[src/rtl/div_req_ctrl.sv]
// div_req_ctrl
// Request-side controller for the fixed-point divider wrapper. Accepts tagged
// Q12.12 divide requests, issues the operands to the divider, matches each
// in-order divider result back to its tag and buffers the result until the
// consumer takes it. A zero divisor is flagged here and the quotient replaced
// by a saturated value, so the divider never needs a special case for it.
//
// Ports
//   i_clk, i_rst            single clock, synchronous active-high reset
//   i_req_*/o_req_ready     tagged request in (dividend, divisor, tag)
//   o_div_*                 registered operands + tvalid to the divider
//   i_div_tvalid/result     divider quotient, one-cycle pulse, no backpressure
//   o_rsp_*/i_rsp_ready     show-ahead response out (result, tag, div0 flag)
//   o_pending               requests accepted but not yet consumed
//   o_err_orphan            sticky: divider result arrived with no tag waiting
module div_req_ctrl #(
  parameter int TAG_W = 8,
  parameter int DEPTH = 16
) (
  input  logic                   i_clk,
  input  logic                   i_rst,
  input  logic                   i_req_valid,
  output logic                   o_req_ready,
  input  logic [23:0]            i_req_dividend,
  input  logic [23:0]            i_req_divisor,
  input  logic [TAG_W-1:0]       i_req_tag,
  output logic                   o_div_dividend_tvalid,
  output logic [23:0]            o_div_dividend,
  output logic                   o_div_divisor_tvalid,
  output logic [23:0]            o_div_divisor,
  input  logic                   i_div_tvalid,
  input  logic [23:0]            i_div_result,
  output logic                   o_rsp_valid,
  input  logic                   i_rsp_ready,
  output logic [23:0]            o_rsp_result,
  output logic [TAG_W-1:0]       o_rsp_tag,
  output logic                   o_rsp_div0,
  output logic [$clog2(DEPTH):0] o_pending,
  output logic                   o_err_orphan
);

  localparam int AW = $clog2(DEPTH);
  localparam int PW = AW + 1;
  localparam logic [PW-1:0] DEPTH_P = PW'(DEPTH);
  localparam logic [23:0] SAT_POS = 24'h7FFFFF;
  localparam logic [23:0] SAT_NEG = 24'h800000;

  logic [PW-1:0]      r_pending;
  logic               r_err_orphan;
  logic               r_issue;
  logic [23:0]        r_dividend;
  logic [23:0]        r_divisor;

  // tag FIFO entry: {tag, div0, dividend sign}
  logic [TAG_W+1:0]   r_tag_mem [DEPTH];
  logic [AW-1:0]      r_tag_wr;
  logic [AW-1:0]      r_tag_rd;
  logic [PW-1:0]      r_tag_cnt;

  // result FIFO entry: {result, tag, div0}
  logic [TAG_W+24:0]  r_res_mem [DEPTH];
  logic [AW-1:0]      r_res_wr;
  logic [AW-1:0]      r_res_rd;
  logic [PW-1:0]      r_res_cnt;

  logic               w_accept;
  logic               w_consume;
  logic               w_req_div0;
  logic               w_tag_empty;
  logic               w_tag_pop;
  logic               w_orphan;
  logic [TAG_W+1:0]   w_tag_head;
  logic [23:0]        w_res_value;
  logic [TAG_W+24:0]  w_res_head;

  // Credit is derived from the registered count only, never from i_req_valid.
  assign o_req_ready = !i_rst && (r_pending < DEPTH_P);
  assign w_accept    = i_req_valid && o_req_ready;
  assign w_req_div0  = (i_req_divisor == 24'd0);

  assign w_tag_empty = (r_tag_cnt == '0);
  assign w_tag_pop   = i_div_tvalid && !w_tag_empty;
  assign w_orphan    = i_div_tvalid && w_tag_empty;
  assign w_tag_head  = r_tag_mem[r_tag_rd];

  always_comb begin
    w_res_value = i_div_result;
    if (w_tag_head[1]) begin
      w_res_value = w_tag_head[0] ? SAT_NEG : SAT_POS;
    end
  end

  assign o_rsp_valid = (r_res_cnt != '0);
  assign w_consume   = o_rsp_valid && i_rsp_ready;
  assign w_res_head  = r_res_mem[r_res_rd];
  // Head fields are masked while empty so the outputs read zero after reset.
  assign o_rsp_result = o_rsp_valid ? w_res_head[TAG_W+24:TAG_W+1] : 24'd0;
  assign o_rsp_tag    = o_rsp_valid ? w_res_head[TAG_W:1] : '0;
  assign o_rsp_div0   = o_rsp_valid && w_res_head[0];

  assign o_div_dividend_tvalid = r_issue;
  assign o_div_divisor_tvalid  = r_issue;
  assign o_div_dividend        = r_dividend;
  assign o_div_divisor         = r_divisor;
  assign o_pending             = r_pending;
  assign o_err_orphan          = r_err_orphan;

  always_ff @(posedge i_clk) begin
    if (i_rst) begin
      r_pending    <= '0;
      r_err_orphan <= 1'b0;
      r_issue      <= 1'b0;
      r_dividend   <= 24'd0;
      r_divisor    <= 24'd0;
      r_tag_wr     <= '0;
      r_tag_rd     <= '0;
      r_tag_cnt    <= '0;
      r_res_wr     <= '0;
      r_res_rd     <= '0;
      r_res_cnt    <= '0;
    end else begin
      r_issue <= w_accept;
      if (w_accept) begin
        r_dividend <= i_req_dividend;
        r_divisor  <= i_req_divisor;
        r_tag_wr   <= r_tag_wr + 1'b1;
      end
      case ({w_accept, w_consume})
        2'b10:   r_pending <= r_pending + 1'b1;
        2'b01:   r_pending <= r_pending - 1'b1;
        default: r_pending <= r_pending;
      endcase
      if (w_orphan) begin
        r_err_orphan <= 1'b1;
      end
      if (w_tag_pop) begin
        r_tag_rd <= r_tag_rd + 1'b1;
        r_res_wr <= r_res_wr + 1'b1;
      end
      if (w_consume) begin
        r_res_rd <= r_res_rd + 1'b1;
      end
      r_tag_cnt <= r_tag_cnt + PW'(w_accept) - PW'(w_tag_pop);
      r_res_cnt <= r_res_cnt + PW'(w_tag_pop) - PW'(w_consume);
    end
  end

  // Storage carries no reset; occupancy is governed by the counts above.
  always_ff @(posedge i_clk) begin
    if (w_accept) begin
      r_tag_mem[r_tag_wr] <= {i_req_tag, w_req_div0, i_req_dividend[23]};
    end
    if (w_tag_pop && !i_rst) begin
      r_res_mem[r_res_wr] <= {w_res_value, w_tag_head[TAG_W+1:2], w_tag_head[1]};
    end
  end

endmodule

[config.mk]
export PLATFORM = sky130hd
export DESIGN_NAME = div_req_ctrl
export DESIGN_NICKNAME = d
export VERILOG_FILES = /design/src/rtl/div_req_ctrl.sv
export SDC_FILE = /design/constraint.sdc
export NUM_CORES = 1
export LEC_CHECK = 0
export ABC_AREA = 1
export CORE_MARGIN = 2
export CORE_UTILIZATION = 35
export DETAILED_ROUTE_END_ITERATION = 10
export SYNTH_ARGS = -nofsm -noshare
export SYNTH_HDL_FRONTEND = slang
export SYNTH_SLANG_ARGS = --single-unit
[constraint.sdc]
create_clock -name i_clk -period 3.7 [get_ports i_clk]
set_clock_uncertainty 0.05 [all_clocks]
set_input_delay 0.925 -clock i_clk [delete_from_list [all_inputs] [get_ports i_clk]]
set_output_delay 0.925 -clock i_clk [all_outputs]
set_load 0.02 [all_outputs]
==> impl_results.md <==
* Post-layout min period at around 3.6 ns
* Gr usage total at 0.175
* Tightest Pin Transition at 0.960 ns
* Total of max-cap violations at 0
* Initial Utilization at 0.352
* Synth Area per Inst at 12.9 sq um
* CTS clock-pin slew for the worst setup and hold paths at 0.06 ns
* Hold WC Path Type: reg -> reg
* Routed len/inst at 21.3 um
* FMAX at ~270 MHz
* Max Slew Vio Count at 0
* Clock Tree Buf Depth at 3
* I/O pin count at 176
* Synthesized area at 31,000 sq um
* GRT Residual Overflow at 0
* First-pass GRT wire length at roughly 120,000 um
* Mapped Nets at 2,524
* CTS Sinks at 777
* Power Internal at between 0.015 and 0.02 W
* Final setup vio count at 0
* Placed wire-length estimate at 44,100 um
* Vias in the first global route at between 20,000 and 25,000
* Initial drt markers at 1,969
* H-tree Lvls at 3
* Yosys warnings at 0
* Synth cell types at 40
* Die W at 302 um
* Net Switching at 0.00854 W
* Share of cells above drive strength 1 at 0.112
* Final Core Density at 0.424
* Seq/Total Area, Yosys at 0.723
* Root Buffer Master: clkbuf_16
* Sw frac at 0.325
* Crit path max fanout at 58
* Clock Latency Late Sink at 0.62 ns
* Unrepaired setup endpoints after global routing: true
* CTS tree: built
* Slew headroom at 0.358
* Logic gate share of total power at 0.279
* Post-Route WL at 81,600 um
* Overall Power at 0.0263 W
* Die area at 91,100 sq um
* Post-Place Cells at 3,678
* DRC errors left at 0
* Critical Path Sink Type: primary output
* Post-Synthesis Cells at 2,413
* Peak supply drop at 0.000567 V
* Largest net degree at the start of global routing at 69
* First-pass DRT Iterations at 7
* Post-route insts no fill at 3,837
* IO buf count at 175
* # hold bufs at CTS at 0
* Commonest non-fill, non-tap cell in the layout: edfxtp_1
* Routability cong. at 0.794
* Via-to-Cell Ratio at 5.36
* Initial antenna violation count at 2
* Status: finished, final reports clean
* R2R Setup Slk at 0.71 ns
* Worst Path Arrival at 2.67 ns
* Pwr Density at 703 nW/um^2
* Num CTS Buffers at 80
* Hold Fails Final Rpt at 0
* Vias at 20,600
* Antenna Diode Count at 0
* Critical path class: reg -> out
* Area Overhead vs Synth at 20.2%
* Most frequent cells in the layout: edfxtp_1, nor2_1, o21ai_0
* Leak pwr at 12.6 nW
* Std cell rows at 109
* WP data required at about 2.7 ns
* Crit path launch type: flip-flop
* Clk network pwr share at 0.296
* Seq pwr share at 0.425
* Nets@finish at 2,720
* ANT nets after route at 0
* Yosys reg bits at 777
* Hold slack at a little over 0.4 ns
* Final Cycle Share at 0.986
* Die height at 302 um
* Core area at 88,100 sq um
* Layout fillers at 8,035
-- through the flow --
stage	area [sq um]	setup TNS, ns	worst slack (ns)
3_5_place_dp	34500	0	0.202
6_report	37300	0	0.0533
3_3_place_gp	34500	0	0.248
4_1_cts	37200	-0.337	-0.188
5_1_grt	37300	-0.0255	-0.0180
2_1_floorplan	31000	0	0.389
-- cells in the mapped netlist, drive strengths merged --
master / number / area, sq um
a211oi: 1 / 7.51
a21oi: 85 / 425
a31o: 1 / 8.76
a31oi: 1 / 6.26
and3: 2 / 12.5
buf: 86 / 601
clkbuf: 78 / 307
clkinv: 1 / 3.75
dfxtp: 89 / 1780
edfxtp: 688 / 20700
fa: 2 / 40.0
ha: 24 / 300
inv: 90 / 338
mux2i: 28 / 280
nand2: 173 / 709
nand3: 127 / 688
nand4: 5 / 31.3
nor2: 364 / 1370
nor3: 2 / 10.0
nor4: 6 / 37.5
o211ai: 83 / 638
o21a: 1 / 7.51
o21ai: 341 / 1710
o221ai: 87 / 762
o22ai: 40 / 250
xnor2: 2 / 17.5
xor2: 6 / 52.6
-- layout make-up --
cell class	instances	area, sq um	share of cell area
Sequential cell	777	22500	0.602
Multi-Input combinational cell	1381	7510	0.201
Clock buffer	103	2150	0.0576
Inverter	91	355	0.00952
Clock inverter	42	379	0.0102
Tap cell	1165	1460	0.0391
Timing Repair Buffer	278	3020	0.0809
-- path summary, 6_finish.rpt --
path | start | to | cells after the start
max reg2reg | r_res_cnt[2]$_SDFF_PP0_ | r_res_cnt[4]$_SDFF_PP0_ | 17
min reg2reg | r_tag_rd[3]$_SDFFE_PP0N_ | flip-flop | 2
min | r_tag_rd[3]$_SDFFE_PP0N_ | flip-flop | 2
max | flip-flop | o_rsp_result[14] | 7
-- routing by layer --
metal,wire length [um],share of wire,track usage
met3,6500,0.080,0.0313
met1,34900,0.43,0.241
met5,8,0.000098,0
met2,38300,0.47,0.286
met4,1850,0.023,0.0497
-- worst max-delay path, stage by stage, from the launching register on --
cell and delay, ns:
dfxtp_4 0.39, clkinv_2 0.17, buf_12 0.28, o21ai_0 0.18, o221ai_1 0.25, nand3_1 0.11, a21oi_1 0.28, clkdlybuf4s15_1 0.37
-- power groups by stage --
stage / sequential, W / combinational, W / clock (W)
after floorplan: 0.0113 / 0.00424 / 0
after global placement: 0.0113 / 0.00694 / 0
after detailed placement: 0.0113 / 0.00714 / 0
after CTS: 0.0112 / 0.00726 / 0.00795
after global routing: 0.0112 / 0.00802 / 0.00827
final: 0.0112 / 0.00734 / 0.00777
-- registers in the layout, indices dropped and copies added, names as in the netlist, named ones only --
signal,cells
r_res_mem,528
r_tag_mem,160
o_div_dividend,24
o_div_divisor,24
o_pending,5
r_res_cnt,5
r_tag_cnt,5
r_res_rd,4
r_res_wr,4
r_tag_rd,4
r_tag_wr,4
o_div_dividend_tvalid,1
o_err_orphan,1
-- what timing repair did --
action	in CTS	in global routing
cloned	4	3
gates resized for setup	49	26
setup endpoints to repair	31	14
buffers inserted	4	3
pin swaps	0	0
-- logic make-up after synthesis --
| logic type | after synthesis | synth area share |
|---|---|---|
| XOR/XNOR | 8 | 0.00226 |
| multiplexers | 28 | 0.00903 |
| adder cells (fa/ha/maj) | 26 | 0.0110 |
| AND/OR/NAND/NOR | 679 | 0.0920 |
| buffers and inverters | 255 | 0.0402 |
| AO/OA/AOI/OAI | 640 | 0.123 |
| flip-flops | 777 | 0.723 |
(Power assumes the default switching activity.)
==> patch 1: new RTL, same settings <==
Change the parameter `TAG_W` from 8 to 10.
--- a/src/rtl/div_req_ctrl.sv
+++ b/src/rtl/div_req_ctrl.sv
@@ -14,7 +14,7 @@
 //   o_pending               requests accepted but not yet consumed
 //   o_err_orphan            sticky: divider result arrived with no tag waiting
 module div_req_ctrl #(
-  parameter int TAG_W = 8,
+  parameter int TAG_W = 10,
   parameter int DEPTH = 16
 ) (
   input  logic                   i_clk,
Interface: changed (resized i_req_tag and o_rsp_tag); port bits go from 176 to 180. The function was not compared with the original's and may differ.
==> patch 1 against the unedited design <==
  * Setup slack better by 0.045 ns
  * Sequential share of layout area down 0.35 points
  * Routed wire length up 8.5%
  * Area after synthesis up 7.6%
  * Sequential cell count up 64
  * Synthesized cell count up 7.0%
  * Hold slack better by 0.0021 ns
  * Total power up 9.4%
  * Cell area up 9.2%
  * Sequential power up 7%
==> patch 1: results (changes against the unedited design) <==
Route:
- The total iterations of the first detailed-routing run is 5 (was 7).
- The via count is 21558 (was 20558).
- The total length of routed wires is 88550 um (was 81570 um).
- The number of DRC markers after the initial detailed-route iteration came to 2122 (was 1969).

GRT:
- The overall overflow remaining after global route was 0 (unchanged).
- The maximum number of pins on one net before global-route repair came to 74 (was 69).
- The overall track demand over capacity in global routing was 17.75% (was 17.53%).
- The number of antenna violations at the first check in global routing came to 2 (unchanged).
- The wire length of the first global-routing pass was 132100 um (was 122300 um).
- The via count of the first global-routing pass is 21085 (was 20320).

Synth:
- Commonest cells in the synthesized netlist: 752 x edfxtp_1, 361 x nor2_1, 352 x o21ai_0 (was 688 x edfxtp_1, 364 x nor2_1, 329 x o21ai_0).
- Area contributors post-synth: edfxtp_1 68%, dfxtp_1 5.3%, o21ai_0 5.3% (was edfxtp_1 67%, dfxtp_1 5.7%, o21ai_0 5.3%).
- The fraction of the yosys area taken by sequential cells is 72.90% (was 72.28%).
- The count of distinct cell types in the synthesized netlist came to 38 (was 40).
- The most used flip-flop cell after synthesis is edfxtp_1 (unchanged).
- The proportion of synthesized flip-flops having asynchronous set or reset was 0% (unchanged).
- The count of flip-flops with a built-in enable after synthesis was 752 (was 688).
- The total number of yosys warnings is 0 (unchanged).
- The net count of the mapped netlist is 2694 (was 2524).

Cells and area:
- Registers with the highest flip-flop counts: r_res_mem (560), r_tag_mem (192) (was r_res_mem (528), r_tag_mem (160)).
- The layout net count was 2931 (was 2720).
- The number of antenna repair diodes was 0 (unchanged).
- The share of cells above drive strength 1 is 11.97% (was 11.19%).

Worst setup path:
- The biggest fanout along the worst timing path is 16 (was 58).
- The endpoint arrival time on the critical path is 2.63 ns (was 2.67 ns).
- The cell count of the worst reg-to-reg path was 7 (was 17).

STA:
- The post-route worst setup slack is 0.09824 ns (was 0.05326 ns).
- The worst max-slew margin expressed relative to the limit came to 39.53% (was 35.77%).

Clock network:
- The number of levels in the clock H-tree is 3 (unchanged).
- The latest clock arrival within the worst-skew pair is 0.67 ns (was 0.62 ns).
- The clock root buffer master is clkbuf_16 (unchanged).
- The total CTS buffers is 91 (was 80).
- The clock slew seen by the registers of the worst setup and hold paths came to 0.06 ns (about the same).
- The maximum clock insertion buffer count is 3 (unchanged).

Place:
- The number of port buffers is 179 (was 175).
- The worst slack after detailed placement is 0.2907 ns (was 0.2017 ns).
- The final weighted congestion in routability-driven placement is 0.7485 (was 0.7939).
- The final HPWL from detailed placement was 49370 um (was 44140 um).

Status:
- Outcome: finished, final reports clean (unchanged).

Worst hold path:
- The hold-critical path depth came to 2 (unchanged).
- The path category of the worst min-delay check is reg -> reg (unchanged).

Power:
- The highest ir drop seen on vdd is 0.0004431 V (was 0.0005675 V).
- The static leakage is 13.81 nW (was 12.59 nW).
- The post-route total power is 28.72 mW (was 26.26 mW).
## patch 1: cell types whose count changed in the layout (fill, tap and decap cells not counted), sizes merged, moves of 9 or more
cell / delta
mux2i: +12
buf: +36
clkinv: +13
inv: +17
clkbuf: +9
edfxtp: +64
a21oi: +17
nand3: +13
o21ai: +13
o211ai: +15
## patch 1: worst paths after layout
check / from / end / slack (ns)
worst max-delay path: register / o_rsp_tag[5] / 0.1
worst min-delay path: o_err_orphan$_SDFFE_PP0P_ / o_err_orphan$_SDFFE_PP0P_ / 0.41
worst max register to register: register / r_res_mem[8][34]$_DFFE_PP_ / 0.71
worst min register to register: o_err_orphan$_SDFFE_PP0P_ / o_err_orphan$_SDFFE_PP0P_ / 0.41
## patch 1: through the flow
stage	cells	hold WS [ns]	area, um^2
floorplan	2581	0.3863	33420
CTS	4154	0.4106	40720
global placement	3976	0.3921	37450
detailed placement	3976	0.4021	37450
global route	4156	0.4321	40760
finish	4156	0.4052	40760
## patch 1: routing by layer
metal | vias to the layer above | global-route usage [%] | part of all wire, % | wire, um
met1 | 10602 | 23.43 | 42 | 37500
met4 | 2 | 5.198 | 2.3 | 2067
met3 | 119 | 3.467 | 6.8 | 6062
met2 | 781 | 29.73 | 48 | 42910
met5 | - | 0 | 0.014 | 12
li1 | 10054 | - | - | -
## patch 1: where the power goes
part | internal [mW] | leakage (nW) | switching (mW)
registers | 11.8 | 7.54 | 0.245
clock network | 5.21 | 1.44 | 3.79
logic | 2.49 | 4.83 | 5.21
## patch 1: cells by family after synthesis
kind of cell	after synthesis	synth area share, %
XOR/XNOR	8	0.2097
adder cells (fa/ha/maj)	26	1.018
buffers and inverters	285	3.830
AND/OR/NAND/NOR	692	8.581
AO/OA/AOI/OAI	689	12.26
flip-flops	841	72.90
multiplexers	40	1.198
## patch 1: layout make-up
cell class              count  area (um^2)
repair buffers            318         3393
well taps                1265         1583
inverters                 109        437.9
fillers                  8538        54110
multi-input cells        1455         7958
clock inverters            55        581.8
repair inverters            2        17.52
clock buffers             111         2405
flip-flops and latches    841        24380
## patch 1: repair_timing
item,4_1_cts,5_1_grt
gates cloned,6,2
endpoints found under the hold margin,0,0
pin swaps,1,3
gates resized for setup,62,30
setup buffers,6,0
endpoints found under the setup margin,35,24
## patch 1: worst max-delay path, cell delays in order (launching register included)
cell and delay [ns]:
dfxtp_4 0.35, buf_12 0.16, inv_16 0.13, buf_16 0.17, clkbuf_16 0.18, o21ai_0 0.08, o22ai_1 0.18, o211ai_1 0.13
a21oi_2 0.36, buf_4 0.22
==> patch 2: new RTL, same settings <==
Without the edit above. Make the reset (`i_rst`) asynchronous in one clocked block. Comments in the files are not updated.
--- a/src/rtl/div_req_ctrl.sv
+++ b/src/rtl/div_req_ctrl.sv
@@ -105,7 +105,7 @@
   assign o_pending             = r_pending;
   assign o_err_orphan          = r_err_orphan;
 
-  always_ff @(posedge i_clk) begin
+  always_ff @(posedge i_clk or posedge i_rst) begin
     if (i_rst) begin
       r_pending    <= '0;
       r_err_orphan <= 1'b0;
Check against the original RTL: differs if i_rst is asserted again (counterexample within 4 cycles, from zero or initial values and one cycle with i_rst high); with i_rst held inactive, the same outputs for 4 cycles.
==> patch 2 against the unedited design <==
  * Setup slack gained 0.033 ns
  * Sequential share of layout area up 0.36 points
  * Routed wire length fell by 2.8%
  * First-iteration DRC count up 11%
  * Cell area rose by 0.49%
  * Total power up 30%
  * Via count down 1.4%
  * Final cell count rose by 1.3%
  * Sequential power increased by 16%
  * Area after synthesis about the same
  * Sequential cell count fell by 8
==> patch 2: results (changes against the unedited design) <==
Cells and area:
- Registers with the highest flip-flop counts: r_res_mem (528), r_tag_mem (160) (unchanged).
- The number of antenna repair diodes came to 0 (unchanged).
- The layout net count is 2773 (was 2720).
- The count of filler cells inserted in the layout is 8002 (was 8035).
- The share of cells above drive strength 1 is 10.62% (was 11.19%).

Synth:
- Commonest cells in the synthesized netlist: 688 x edfxtp_1, 512 x nor2_1, 373 x o21ai_0 (was 688 x edfxtp_1, 364 x nor2_1, 329 x o21ai_0).
- The proportion of synthesized flip-flops having asynchronous set or reset came to 10.53% (was 0%).
- The fraction of the yosys area taken by sequential cells is 73.04% (was 72.28%).
- Area contributors post-synth: edfxtp_1 67%, dfrtp_1 6.5%, nor2_1 6.2% (was edfxtp_1 67%, dfxtp_1 5.7%, o21ai_0 5.3%).
- The net count of the mapped netlist is 2574 (was 2524).
- The count of distinct cell types in the synthesized netlist is 34 (was 40).

Power:
- The highest ir drop seen on vdd is 0.0008329 V (was 0.0005675 V).
- The static leakage came to 12.88 nW (was 12.59 nW).
- The switching part of the total power is 37.48% (was 32.51%).

Worst setup path:
- The cell count of the worst reg-to-reg path came to 10 (was 17).
- The master of the slowest instance on the critical path is dfrtp_4 (was dfxtp_4).
- The endpoint arrival time on the critical path is 2.64 ns (was 2.67 ns).
- The biggest fanout along the worst timing path is 21 (was 58).
- The worst stage delay on the critical path is 0.50 ns (was 0.39 ns).

GRT:
- The met2 demand-to-capacity share in global routing is 28.71% (was 28.57%).
- The maximum number of pins on one net before global-route repair is 95 (was 69).
- The overall track demand over capacity in global routing came to 17.30% (was 17.53%).
- The fraction of met1 tracks used by global routing was 22.95% (was 24.09%).
- The wire length of the first global-routing pass is 120300 um (was 122300 um).
- The global-route track usage on met3 was 3.455% (was 3.132%).
- The via count of the first global-routing pass is 20310 (was 20320).

Status:
- Outcome: finished, final reports clean (unchanged).

Place:
- The placed cell area was 34710 um^2 (was 34460 um^2).
- The final HPWL from detailed placement is 44260 um (was 44140 um).
- The final weighted congestion in routability-driven placement is 0.7667 (was 0.7939).

Route:
- The length of routed met2 wiring came to 38160 um (was 38310 um).
- The total length of routed met3 wires is 6284 um (was 6504 um).
- The via count is 20272 (was 20558).
- The number of DRC markers after the initial detailed-route iteration is 2184 (was 1969).
- The total iterations of the first detailed-routing run is 5 (was 7).
- The met1 layer wirelength in the final routing came to 33080 um (was 34900 um).
- The highest routed metal layer is met5 (unchanged).
- The total length of routed wires is 79310 um (was 81570 um).

STA:
- The worst max-slew margin expressed relative to the limit is 35.11% (was 35.77%).

Clock network:
- The total CTS buffers is 83 (was 80).
- The number of buffers inserted by post-CTS setup repair was 1 (was 4).
- The number of hold-repair buffers added at the cts stage is 0 (unchanged).
- The count of cells resized by post-cts repair is 54 (was 49).

Job:
- The max-cap violation count came to 0 (unchanged).
## patch 2: cell count changes in the layout (fill, tap and decap cells not counted), moves of 13 or more
cell	delta
o211ai_1	+52
nor2_1	+148
o22ai_1	-40
a21oi_1	-51
xor2_1	+13
o21ai_0	+44
dfxtp_1	-84
nand2_1	+63
nand2_2	-19
dfrtp_1	+75
mux2i_1	-20
o221ai_1	-47
inv_1	-41
nand3_1	-49
## patch 2: power by group through the flow
stage,combinational (mW),clock (mW),sequential [mW]
6_report,13.2,8.11,13.0
5_1_grt,14.5,8.64,13.1
4_1_cts,13.2,8.28,13.0
3_5_place_dp,13.0,0,13.1
3_3_place_gp,12.6,0,13.1
2_1_floorplan,7.55,0,13.3
## patch 2: cell type report
class                           count  area, um^2  share of cell area [%]
Sequential cell                   769       22700                   60.53
Clock buffer                      100        2162                   5.765
Clock inverter                     45       479.2                   1.278
Multi-Input combinational cell   1482        7530                   20.08
Inverter                           49       205.2                  0.5471
Timing Repair Buffer              277        2970                   7.920
Tap cell                         1165        1458                   3.886
## patch 2: cell families (layout without fill, tap and decap cells)
group                    Yosys count  in the layout  synth area share (%)
AND/OR/NAND/NOR                  818            818                 10.34
multiplexers                       8              8                0.2578
adder cells (fa/ha/maj)           26             26                 1.096
AO/OA/AOI/OAI                    606            606                 11.32
flip-flops                       769            769                 73.04
buffers and inverters            212            471                 3.263
XOR/XNOR                          24             24                0.6768
## patch 2: worst register-to-register path: cells and delay by family (launching register included)
family | cells | cell delay [ns]
compound gates | 2 | 0.25
buf+inv | 1 | 0.34
simple gates | 7 | 1.59
flops | 1 | 0.44
## patch 2: path summary, 6_finish.rpt
| path | from | to | slack (ns) |
|---|---|---|---|
| max in group asynchronous | i_rst | o_div_divisor[20]$_DFFE_PP0P_ | 1.73 |
| min in group asynchronous | i_rst | r_res_rd[2]$_DFFE_PP0P_ | 0.59 |
| worst min-delay path | o_div_divisor[12]$_DFFE_PP0P_ | o_div_divisor[12]$_DFFE_PP0P_ | 0.43 |
| worst max register to register | r_tag_rd[0]$_DFFE_PP0N_ | r_res_mem[12][18]$_DFFE_PP_ | 0.56 |
| worst min register to register | o_div_divisor[12]$_DFFE_PP0P_ | o_div_divisor[12]$_DFFE_PP0P_ | 0.43 |
| worst max-delay path | r_res_rd[1]$_DFFE_PP0P_ | o_rsp_tag[4] | 0.09 |
## patch 2: metrics by stage
stage                     TNS [ns]  power [mW]  std cells  setup slack [ns]  util [%]
after floorplan            -171.59       20.84       2463           -0.3647         -
after global placement           0       25.72       3737            0.1605     39.40
after detailed placement         0       26.15       3737            0.1940     39.40
after CTS                        0       34.44       3886          0.004168     42.59
after global routing      -0.01662       36.21       3887          -0.01331     42.57
final                            0       34.24       3887           0.08587     42.57
